===== src/rtl/pill_fill_ctrl.sv =====
// pill_fill_ctrl: BCD pill/bottle fill sequencer with cursor target entry,
// tick-based hopper/switch timers, latched error cause and emergency stop.
module pill_fill_ctrl #(
  parameter int PILL_DIGITS   = 3,
  parameter int BOTTLE_DIGITS = 2,
  parameter int TICK_DIV      = 1000,
  parameter int HOPPER_SEC    = 5,
  parameter int SWITCH_SEC    = 2
) (
  input  logic clk_1khz,
  input  logic switch_clr,
  input  logic btn_next,
  input  logic btn_inc,
  input  logic btn_start,
  input  logic emergency_stop,
  input  logic hopper_pulse,
  input  logic conveyor_ok,
  output logic [2:0] state,
  output logic [2:0] cursor,
  output logic [4*(PILL_DIGITS+BOTTLE_DIGITS)-1:0] disp_bcd,
  output logic [1:0] err_cause,
  output logic [1:0] beep_mode,
  output logic fill_done
);

  localparam int PW = 4 * PILL_DIGITS;
  localparam int BW = 4 * BOTTLE_DIGITS;
  localparam int DW = PW + BW;
  localparam int ND = PILL_DIGITS + BOTTLE_DIGITS;
  localparam int CW = (TICK_DIV > 1) ? $clog2(TICK_DIV) : 1;

  typedef enum logic [2:0] {
    S_SET   = 3'd0,
    S_RUN   = 3'd1,
    S_SW    = 3'd2,
    S_DONE  = 3'd3,
    S_ERR   = 3'd4,
    S_FATAL = 3'd5
  } state_t;

  state_t        state_q, state_d;
  logic [2:0]    cur_q, cur_d;
  logic [DW-1:0] tgt_q, tgt_d;
  logic [PW-1:0] pcnt_q, pcnt_d, pinc;
  logic [BW-1:0] bcnt_q, bcnt_d, binc;
  logic [1:0]    err_q, err_d;
  logic          fd_q, fd_d;
  logic [3:0]    tmr_q, tmr_d, tmr_dec;
  logic [CW-1:0] pre_q, pre_d;
  logic [3:0]    prv_q, cur_in;
  logic          e_start, e_inc, e_next, e_hop;
  logic          tick, expire, ld;

  // {start, inc, next, hopper}
  assign cur_in = {btn_start, btn_inc, btn_next, hopper_pulse};
  assign {e_start, e_inc, e_next, e_hop} = cur_in & ~prv_q;

  assign tick    = (pre_q == CW'(TICK_DIV - 1));
  assign tmr_dec = (tick && tmr_q != 4'd0) ? tmr_q - 4'd1 : tmr_q;
  assign expire  = tick && (tmr_dec == 4'd0);
  assign pre_d   = (ld || tick) ? '0 : pre_q + CW'(1);

  always_comb begin
    logic c;
    c    = 1'b1;
    pinc = pcnt_q;
    for (int i = 0; i < PILL_DIGITS; i++) begin
      if (c) begin
        if (pcnt_q[4*i +: 4] == 4'd9) begin
          pinc[4*i +: 4] = 4'd0;
        end else begin
          pinc[4*i +: 4] = pcnt_q[4*i +: 4] + 4'd1;
          c = 1'b0;
        end
      end
    end
  end

  always_comb begin
    logic c;
    c    = 1'b1;
    binc = bcnt_q;
    for (int i = 0; i < BOTTLE_DIGITS; i++) begin
      if (c) begin
        if (bcnt_q[4*i +: 4] == 4'd9) begin
          binc[4*i +: 4] = 4'd0;
        end else begin
          binc[4*i +: 4] = bcnt_q[4*i +: 4] + 4'd1;
          c = 1'b0;
        end
      end
    end
  end

  always_comb begin
    state_d = state_q;
    cur_d   = cur_q;
    tgt_d   = tgt_q;
    pcnt_d  = pcnt_q;
    bcnt_d  = bcnt_q;
    err_d   = err_q;
    fd_d    = 1'b0;
    tmr_d   = tmr_dec;
    ld      = 1'b0;
    if (emergency_stop) begin
      state_d = S_FATAL;
    end else begin
      unique case (state_q)
        S_SET: begin
          for (int i = 0; i < ND; i++) begin
            if (e_inc && cur_q == 3'(i)) begin
              tgt_d[4*i +: 4] = (tgt_q[4*i +: 4] == 4'd9) ?
                                4'd0 : tgt_q[4*i +: 4] + 4'd1;
            end
          end
          if (e_next) begin
            cur_d = (cur_q == 3'(ND - 1)) ? 3'd0 : cur_q + 3'd1;
          end
          if (e_start && tgt_d[PW-1:0] != '0 &&
              tgt_d[DW-1:PW] != '0) begin
            state_d = S_RUN;
            pcnt_d  = '0;
            bcnt_d  = '0;
            tmr_d   = 4'(HOPPER_SEC);
            ld      = 1'b1;
          end
        end
        S_RUN: begin
          // a pill edge always beats a simultaneous timeout
          if (e_hop) begin
            if (pinc == tgt_q[PW-1:0]) begin
              fd_d   = 1'b1;
              pcnt_d = '0;
              bcnt_d = binc;
              if (binc == tgt_q[DW-1:PW]) begin
                state_d = S_DONE;
              end else begin
                state_d = S_SW;
                tmr_d   = 4'(SWITCH_SEC);
                ld      = 1'b1;
              end
            end else begin
              pcnt_d = pinc;
              tmr_d  = 4'(HOPPER_SEC);
              ld     = 1'b1;
            end
          end else if (expire) begin
            state_d = S_ERR;
            err_d   = 2'd1;
          end
        end
        S_SW: begin
          if (expire) begin
            if (conveyor_ok) begin
              state_d = S_RUN;
              tmr_d   = 4'(HOPPER_SEC);
              ld      = 1'b1;
            end else begin
              state_d = S_ERR;
              err_d   = 2'd2;
            end
          end
        end
        S_DONE: begin
          if (e_start) begin
            state_d = S_SET;
            pcnt_d  = '0;
            bcnt_d  = '0;
          end
        end
        S_ERR: begin
          if (e_start && (err_q != 2'd2 || conveyor_ok)) begin
            state_d = S_RUN;
            err_d   = 2'd0;
            tmr_d   = 4'(HOPPER_SEC);
            ld      = 1'b1;
          end
        end
        S_FATAL: begin
          if (e_start) begin
            state_d = S_SET;
            pcnt_d  = '0;
            bcnt_d  = '0;
            err_d   = 2'd0;
          end
        end
        default: state_d = S_SET;
      endcase
    end
  end

  always_ff @(posedge clk_1khz or negedge switch_clr) begin
    if (!switch_clr) begin
      state_q <= S_SET;
      cur_q   <= 3'd0;
      tgt_q   <= '0;
      pcnt_q  <= '0;
      bcnt_q  <= '0;
      err_q   <= 2'd0;
      fd_q    <= 1'b0;
      tmr_q   <= 4'd0;
      pre_q   <= '0;
      prv_q   <= 4'd0;
    end else begin
      state_q <= state_d;
      cur_q   <= cur_d;
      tgt_q   <= tgt_d;
      pcnt_q  <= pcnt_d;
      bcnt_q  <= bcnt_d;
      err_q   <= err_d;
      fd_q    <= fd_d;
      tmr_q   <= tmr_d;
      pre_q   <= pre_d;
      prv_q   <= cur_in;
    end
  end

  assign state     = state_q;
  assign cursor    = cur_q;
  assign err_cause = err_q;
  assign fill_done = fd_q;
  assign disp_bcd  = (state_q == S_SET) ? tgt_q : {bcnt_q, pcnt_q};

  always_comb begin
    beep_mode = 2'd0;
    case (state_q)
      S_DONE:  beep_mode = 2'd1;
      S_ERR:   beep_mode = 2'd2;
      S_FATAL: beep_mode = 2'd3;
      default: beep_mode = 2'd0;
    endcase
  end

endmodule


===== config.mk =====
export PLATFORM = sky130hd
export DESIGN_NAME = pill_fill_ctrl
export DESIGN_NICKNAME = d
export VERILOG_FILES = /design/src/rtl/pill_fill_ctrl.sv
export SDC_FILE = /design/constraint.sdc
export NUM_CORES = 1
export LEC_CHECK = 0
export ABC_AREA = 1
export CAP_MARGIN = 20
export CORE_MARGIN = 10
export CORE_UTILIZATION = 60
export DETAILED_ROUTE_END_ITERATION = 8
export PLACE_DENSITY = 0.82
export SLEW_MARGIN = 20
export SYNTH_ARGS = -nofsm -noshare
export SYNTH_HDL_FRONTEND = slang
export SYNTH_SLANG_ARGS = --single-unit

===== constraint.sdc =====
create_clock -name clk_1khz -period 4.6 [get_ports clk_1khz]
set_input_delay 0.92 -clock clk_1khz [delete_from_list [all_inputs] [get_ports clk_1khz]]
set_output_delay 0.92 -clock clk_1khz [all_outputs]
set_load 0.01 [all_outputs]

Word level (Yosys, flattened, before mapping)
Cells that the tools add are included.
{"block": "classes", "muxes": 87, "reduce_logical": 27, "addsub": 13, "n_bitwise": 3, "n_eq_ne": 39}
{"cell": "2-to-1 mux 4 bit", "n": 37}
{"cell": "2-to-1 mux 12 bit", "n": 4}
{"cell": "adder 4 x 1 -> 4 bit, second input constant", "n": 10}
{"cell": "equality test 4 bit, second input constant", "n": 10}
{"cell": "case mux 12 bit (3 select lines)", "n": 1}
{"cell": "2-to-1 mux 8 bit", "n": 4}
{"cell": "2-to-1 mux 3 bit", "n": 10}
{"cell": "case mux 8 bit (3 select lines)", "n": 1}
{"cell": "2-to-1 mux 20 bit", "n": 1}
{"cell": "!= test 2 bit, second input constant", "n": 10}
{"cell": "2-to-1 mux 1 bit", "n": 17}
{"cell": "case mux 4 bit (4 select lines)", "n": 1}
{"cell": "case mux 3 bit (5 select lines)", "n": 1}
{"cell": "equality test 12 bit", "n": 1}
{"cell": "equality test 3 x 2 -> 1 bit, second input constant", "n": 4}
{"cell": "2-to-1 mux 2 bit", "n": 6}
{"cell": "AND reduction 6 bit", "n": 2}
{"cell": "nonzero test 12 bit", "n": 1}
{"cell": "adder 10 x 1 -> 10 bit, second input constant", "n": 1}
{"cell": "equality test 10 bit, second input constant", "n": 1}
{"cell": "logical AND 1 bit", "n": 10}
{"cell": "2-to-1 mux 10 bit", "n": 1}
{"cell": "equality test 3 bit, second input constant", "n": 3}
{"cell": "!= test 3 bit, second input constant", "n": 3}
{"cell": "24 further kinds", "n": 29}
{"block": "totals", "elab_cells": 179, "ff_bits": 67, "input_bits": 8}

Logic depth before layout (Yosys ltp)
Gate-level depths: netlist of the first run.
{"block": "logic_depth", "ltp_word": 14, "depth_mapped": 19}

Worst setup path before layout of the first run
Ideal clock, no wire load.
{"block": "synth_path", "kind": "register to output", "from": "register state_q[1], in the netlist state[1]", "to": "output disp_bcd[10]", "stages_incl_launch_ff": 8, "path_buffers": 2, "required_time_ns": 3.680, "slack_ns": 1.952, "t_arrival_ns": 1.728, "path_cell_list": "dfrtp_1 nor2_1 inv_1 nor2_1 clkbuf_1 buf_1 nand2_1 o21ai_0"}
{"block": "synth_between", "elab_chain_len": 2}
{"item": "start: declaration", "line": "41", "rtl": "state_t state_q, state_d;"}
{"item": "start signal: assignment", "line": "205", "rtl": "state_q <= state_d;"}
{"item": "zero test 3 bit", "line": "222", "rtl": "assign disp_bcd = (state_q == S_SET) ? tgt_q : {bcnt_q, pcnt_q};"}
{"item": "2-to-1 mux 20 bit", "line": "222"}
{"item": "end: declaration", "line": "20", "rtl": "output logic [4*(PILL_DIGITS+BOTTLE_DIGITS)-1:0] disp_bcd,"}
Every way passes these cells.

Worst setup path in the final report of the first run
{"block": "layout_path", "from": "register state_q[1], in the netlist state[1]", "to": "output disp_bcd[8]"}
The elaborated chain is that of the path after synthesis.

==> results of run 1 <==
==> final cells by class <==
class,count,area (um^2),share of cell area
Timing Repair Buffer,42,407.9,0.07181
Clock buffer,10,127.6,0.02247
Sequential cell,67,1677,0.2952
Tap cell,105,131.4,0.02313
Multi-Input combinational cell,592,2861,0.5037
Clock inverter,6,80.08,0.01410
Inverter,105,395.4,0.06960
==> power breakdown <==
group	internal [mW]	leakage, nW	switching, mW
Clock	0.302	0.110	0.231
Sequential	0.771	0.868	0.261
Combinational	0.648	1.81	1.03
==> cells by family (layout without fill, tap and decap cells) <==
| kind of cell | after synthesis | after routing |
|---|---|---|
| flops | 67 | 67 |
| fa+ha+maj | 14 | 14 |
| xor+xnor | 11 | 11 |
| simple gates | 474 | 474 |
| buf+inv | 123 | 163 |
| compound gates | 93 | 93 |
==> per-layer routing <==
metal	track usage	vias up	part of all wire
li1	-	2549	-
met1	0.2321	2283	0.45
met2	0.3384	104	0.50
met3	0.03918	16	0.037
met4	0.06341	0	0.015
met5	0	-	0
==> synth_stat cells, types with 2 or more instances <==
cell type,number,area (um^2)
o21ai_1,12,60.06
buf_2,8,40.04
o21ai_0,68,340.3
nand3_1,67,335.3
a31oi_1,3,18.77
nand2_1,265,994.7
or2_2,3,18.77
ha_1,14,175.2
nor2_1,79,296.5
nand4_1,15,93.84
nand3b_1,7,52.55
nand3_2,2,20.02
nor3_1,4,20.02
xnor2_1,3,26.28
nand2_2,4,25.02
o21ai_2,2,17.52
inv_2,4,15.01
nor2_4,6,67.56
clkbuf_1,7,26.28
nor2_2,16,100.1
dfrtp_1,67,1677
xor2_1,8,70.07
a21oi_1,4,20.02
inv_1,100,375.4
==> sequential cells by signal, summed over array words and instances, names as in the netlist <==
signal     cells
state          3
pre_q         10
bcnt_q         8
cursor         3
tmr_q          4
fill_done      1
tgt_q         20
err_cause      2
prv_q          4
pcnt_q        12
==> worst paths after layout <==
path	to	from	slack, ns	depth (start not counted)
max	disp_bcd[8]	state[1]$_DFFE_PN0P_	1.10	7
max in group asynchronous	tgt_q[16]$_DFFE_PN0P_	switch_clr	3.29	2
min reg2reg	pre_q[0]$_DFF_PN0_	pre_q[0]$_DFF_PN0_	0.49	1
max reg2reg	bcnt_q[4]$_DFFE_PN0P_	cursor[0]$_DFFE_PN0P_	1.92	16
min	pre_q[0]$_DFF_PN0_	pre_q[0]$_DFF_PN0_	0.49	1
min in group asynchronous	pre_q[6]$_DFF_PN0_	switch_clr	0.57	1
==> cell usage in the layout (no fill, tap or decap), types with 2 or more instances in the layout <==
master / instances
nand2_1: 265
nor2_1: 78
nand3b_1: 7
clkbuf_8: 9
nand2_2: 4
dfrtp_1: 67
a21oi_1: 4
o21ai_2: 2
o21ai_0: 68
clkdlybuf4s50_1: 37
bufinv_16: 2
buf_4: 5
nand4_1: 15
nand3_1: 67
nor2_4: 6
inv_2: 4
or2_2: 3
xnor2_1: 3
xor2_1: 8
nand3_2: 2
nor3_1: 4
a31oi_1: 3
o21ai_1: 12
inv_1: 100
ha_1: 14
clkinv_2: 5
nor2_2: 17
==> impl_metrics.yaml, run 1 <==
global_routing:
  grt_max_degree: 45
  grt_use_total: 0.1937
  grt_pass1_wl_mm: 20.67
  grt_pass1_vias: 4657
  antenna_found_initial: 0
  grt-ovfl-total: 0
job:
  drv_cap: 0
timing:
  setup_viol: 0
  hold-worst-slack_ns: 0.4950
  slew_viol_final: 0
  tightest_slew_ns: 0.6772
  finalHoldViolations: 0
  fmax_mhz: 285.5
  clock-skew-final_ns: 0.01062
  fin_crit_ns: 3.503
  rsz0062_at_grt: "false"
  layout_setup_ws_ns: 1.097
  slew_headroom: 0.5480
  fin_tns_setup_ns: 0
  timing.final.crit_share: 0.7615
detailed_routing:
  drt_pre_antenna_iters: 5
  vias: 4952
  antenna_left: 0
  via_per_inst: 5.342
  routed_wl_mm: 12.07
  drt_iter0_markers: 289
  wl_per_cell_um: 13.02
  remaining_drc_errors: 0
clock_network:
  htreeDepth: 3
  cts_resized: 0
  ctsHoldBuffers: 0
  cts_sinks: 67
  cts_setup_buffers: 0
  root_buffer: "clkbuf_8"
  cts_tree: "yes"
  clock_latency_ns: 0.35
  clk_path_buf_depth: 2
  cts_buffers: 9
  path_clk_slew_ns: 0.08
die:
  start_util: 0.6145
  die_y_um: 111.5
  placementRows: 33
  die_x_um: 111.5
  coreArea_um2: 8175
  num_io_pins: 39
  die_area_um2: 12430
cells_and_area:
  layout-drive-gt1-share: 0.07664
  antennaDiodeCount: 0
  nets: 839
  final_util: 0.6948
  stdcell_area_um2: 5680
  fin_cells: 927
  fillCellCount: 728
  area_delta_synth_final_pct: 13.08
yosys:
  synth_fa_ha_area_frac: 0.03487
  synthMuxAreaShare: 0
  synth-xor-area-share: 0.01918
  synthSimpleGateAreaFrac: 0.4177
  ys_seq_elements: 67
  yosysSeqAreaShare: 0.3337
  async_flop_share: 1.000
  syn_area_um2: 5024
  synth-main-ff-cell: "dfrtp_1"
  synth_nets: 804
  synth_edf_count: 0
  syn-instance-count: 782
  ys_warn_count: 0
  synth_top_family_by_area: "simple AND/OR/NAND/NOR gates"
  avgSynthCellArea_um2: 6.424
  synth_cell_type_count: 38
  synth_compound_area_frac: 0.09738
placed_design:
  pre_cts_slack_ns: 0.9454
  numPortBuffers: 38
  gp_congestion: 0.9485
  placedCellCount: 911
  dpl.hpwl_mm: 9.234
  dpl-instance-area_um2: 5470
outcome:
  outcome: "finished clean"
power_and_ir_drop:
  leakage_nw: 2.787
  max-vdd-ir-drop_uv: 346.5
  power_mw: 3.240
  cellPowerDensity_nw_per_um2: 570.4
worst_setup_path:
  crit_type: "reg2out"
  path_delay_family: "buffers and inverters"
  max_stage_delay_ns: 0.56
  worstPathCellList: "nor2_1, inv_1, nor2_2, buf_4, inv_1, o21ai_0, clkdlybuf4s50_1"
  cp_slowest_cell: "clkdlybuf4s50_1"
  cpMostUsedCell: "inv_1"
  cp-end-kind: "output pin"
  crit_buf_inv: 4
  worstPathRequired_ns: 3.68
  cp_max_fo: 19
  cp.arrival_ns: 2.58
  crit_path_start_kind: "register"
min_path:
  min_path_type: "reg2reg"
No activity file was read; power rests on OpenSTA's default activity.
==> inputs of run 2 (changes only) <==
==> constraint.sdc (replaced) <==
create_clock -name clk_1khz -period 3.3 [get_ports clk_1khz]
set_input_delay 0.66 -clock clk_1khz [delete_from_list [all_inputs] [get_ports clk_1khz]]
set_output_delay 0.66 -clock clk_1khz [all_outputs]
set_load 0.01 [all_outputs]
==> impl_metrics.yaml, run 2 (synthesis gave the netlist of run 1 again) <==
detailed_routing:
  antenna_left: 0
  routed_wl_mm: 12.44
  wl_per_cell_um: 13.43
  remaining_drc_errors: 0
  via_per_inst: 5.499
  vias: 5092
  drt_pre_antenna_iters: 5
  drt_iter0_markers: 313
timing:
  rsz0062_at_grt: "false"
  fin_crit_ns: 3.095
  finalHoldViolations: 0
  clock-skew-final_ns: 0.01223
  slew_viol_final: 0
  fmax_mhz: 323.1
  slew_headroom: 0.5547
  setup_viol: 0
  hold-worst-slack_ns: 0.3193
  timing.final.crit_share: 0.9379
  tightest_slew_ns: 0.6673
  fin_tns_setup_ns: 0
global_routing:
  antenna_found_initial: 0
  grt_use_total: 0.1982
  grt_pass1_vias: 4798
  grt_max_degree: 46
  grt_pass1_wl_mm: 21.41
  grt-ovfl-total: 0
power_and_ir_drop:
  power_mw: 4.450
  max-vdd-ir-drop_uv: 551.5
  leakage_nw: 2.778
  cellPowerDensity_nw_per_um2: 786.1
cells_and_area:
  final_common_cell: "nand2_1"
  antennaDiodeCount: 0
  seq_area_um2: 1677
  fillCellCount: 675
  largest_reg_flops: 20
  mostFrequentLayoutCells: "nand2_1 (265), inv_1 (100), nor2_1 (78)"
  multiInputGateArea_um2: 2867
  nets: 841
  area_delta_synth_final_pct: 12.70
  regMostFlops: "tgt_q"
  layout-drive-gt1-share: 0.07674
  fin_cells: 926
  largest_registers: "tgt_q x20, pcnt_q x12, pre_q x10"
min_path:
  min_path_type: "in2async"
clock_network:
  clk_path_buf_depth: 2
  cts_resized: 0
  path_clk_slew_ns: 0.07
  cts_sinks: 67
  cts_setup_buffers: 0
  root_buffer: "clkbuf_8"
  cts_tree: "yes"
  cts_buffers: 9
  htreeDepth: 3
  clock_latency_ns: 0.35
  ctsHoldBuffers: 0
worst_setup_path:
  cp.arrival_ns: 2.43
  cp-end-kind: "output pin"
  max_stage_delay_ns: 0.60
  crit_cells: 7
  worstPathCellList: "nor2_1, inv_1, nor2_4, buf_4, nand2_1, o21ai_0, clkdlybuf4s50_1"
  reg2reg_from: "cursor[0]$_DFFE_PN0P_"
  crit_path_start_kind: "register"
  rr_endpoint: "bcnt_q[7]$_DFFE_PN0P_"
  setup.worst_path.start: "state[1]$_DFFE_PN0P_"
  cp_max_fo: 18
  crit_buf_inv: 3
  crit_type: "reg2out"
  worstPathRequired_ns: 2.64
  endpoint: "disp_bcd[3]"
  r2r_slack_ns: 0.66
  reg2reg_depth: 16
  cp_slowest_cell: "clkdlybuf4s50_1"
  path_delay_family: "buffers and inverters"
placed_design:
  dpl.hpwl_mm: 9.478
  gp_congestion: 0.9228
  numPortBuffers: 38
  placedCellCount: 913
die:
  die_x_um: 111.5
  die_area_um2: 12430
  die_y_um: 111.5
  num_io_pins: 39
  placementRows: 33
  coreArea_um2: 8175
  start_util: 0.6145
job:
  drv_cap: 0
outcome:
  outcome: "finished clean"
## run 2: cell count changes in the layout (fill, tap and decap cells not counted), sizes merged
cell and change:
buf +2, clkbuf -1, bufinv -1, clkinv -1
## run 2: layout make-up
| class | instances | share of cell area |
|---|---|---|
| well taps | 105 | 0.02320 |
| clock buffers | 9 | 0.02188 |
| multi-input cells | 592 | 0.5063 |
| inverters | 105 | 0.06983 |
| clock inverters | 4 | 0.007956 |
| flip-flops and latches | 67 | 0.2961 |
| repair buffers | 44 | 0.07470 |
## run 2: worst min path at each step
| stage | from | end | slack (ns) | depth (start not counted) |
|---|---|---|---|---|
| 2_1_floorplan | switch_clr | bcnt_q[0]$_DFFE_PN0P_ | 0.36 | 0 |
| 3_3_place_gp | pre_q[0]$_DFF_PN0_ | pre_q[0]$_DFF_PN0_ | 0.48 | 1 |
| 3_5_place_dp | pre_q[0]$_DFF_PN0_ | pre_q[0]$_DFF_PN0_ | 0.49 | 1 |
| 4_1_cts | pre_q[0]$_DFF_PN0_ | pre_q[0]$_DFF_PN0_ | 0.50 | 1 |
| 5_1_grt | switch_clr | pcnt_q[10]$_DFFE_PN0P_ | 0.36 | 1 |
| 6_report | switch_clr | pcnt_q[10]$_DFFE_PN0P_ | 0.32 | 1 |
## run 2: through the flow
stage	setup WS, ns	instance area (um^2)	utilization
2_1_floorplan	0.9125	5024	-
3_3_place_gp	0.3729	5485	0.6710
3_5_place_dp	0.2604	5485	0.6710
4_1_cts	0.09980	5654	0.6916
5_1_grt	0.03208	5662	0.6925
6_report	0.2051	5662	0.6925
## run 2: report_power, final
group,internal (mW),leakage (nW),total (mW),switching [mW]
Clock,0.332,0.0906,0.644,0.311
Sequential,1.07,0.868,1.45,0.380
Combinational,0.907,1.82,2.35,1.45
Total,2.31,2.78,4.45,2.14
## run 2: layer usage
metal,GRT usage,vias to the layer above,wire [um],part of all wire
li1,-,2548,-,-
met1,0.2431,2342,5375,0.43
met2,0.3396,174,6055,0.49
met3,0.03274,28,754,0.061
met4,0.07626,0,254,0.020
met5,0,-,0,0
==> inputs of run 3 (changes only) <==
--- a/config.mk
+++ b/config.mk
@@ -9,6 +9,7 @@
 export CAP_MARGIN = 20
 export CORE_MARGIN = 10
 export CORE_UTILIZATION = 60
+export CTS_CLUSTER_DIAMETER = 100
 export DETAILED_ROUTE_END_ITERATION = 8
 export PLACE_DENSITY = 0.82
 export SLEW_MARGIN = 20
==> results of run 3 <==
The final DEF is identical to that of run 2; final timing and power are the same.
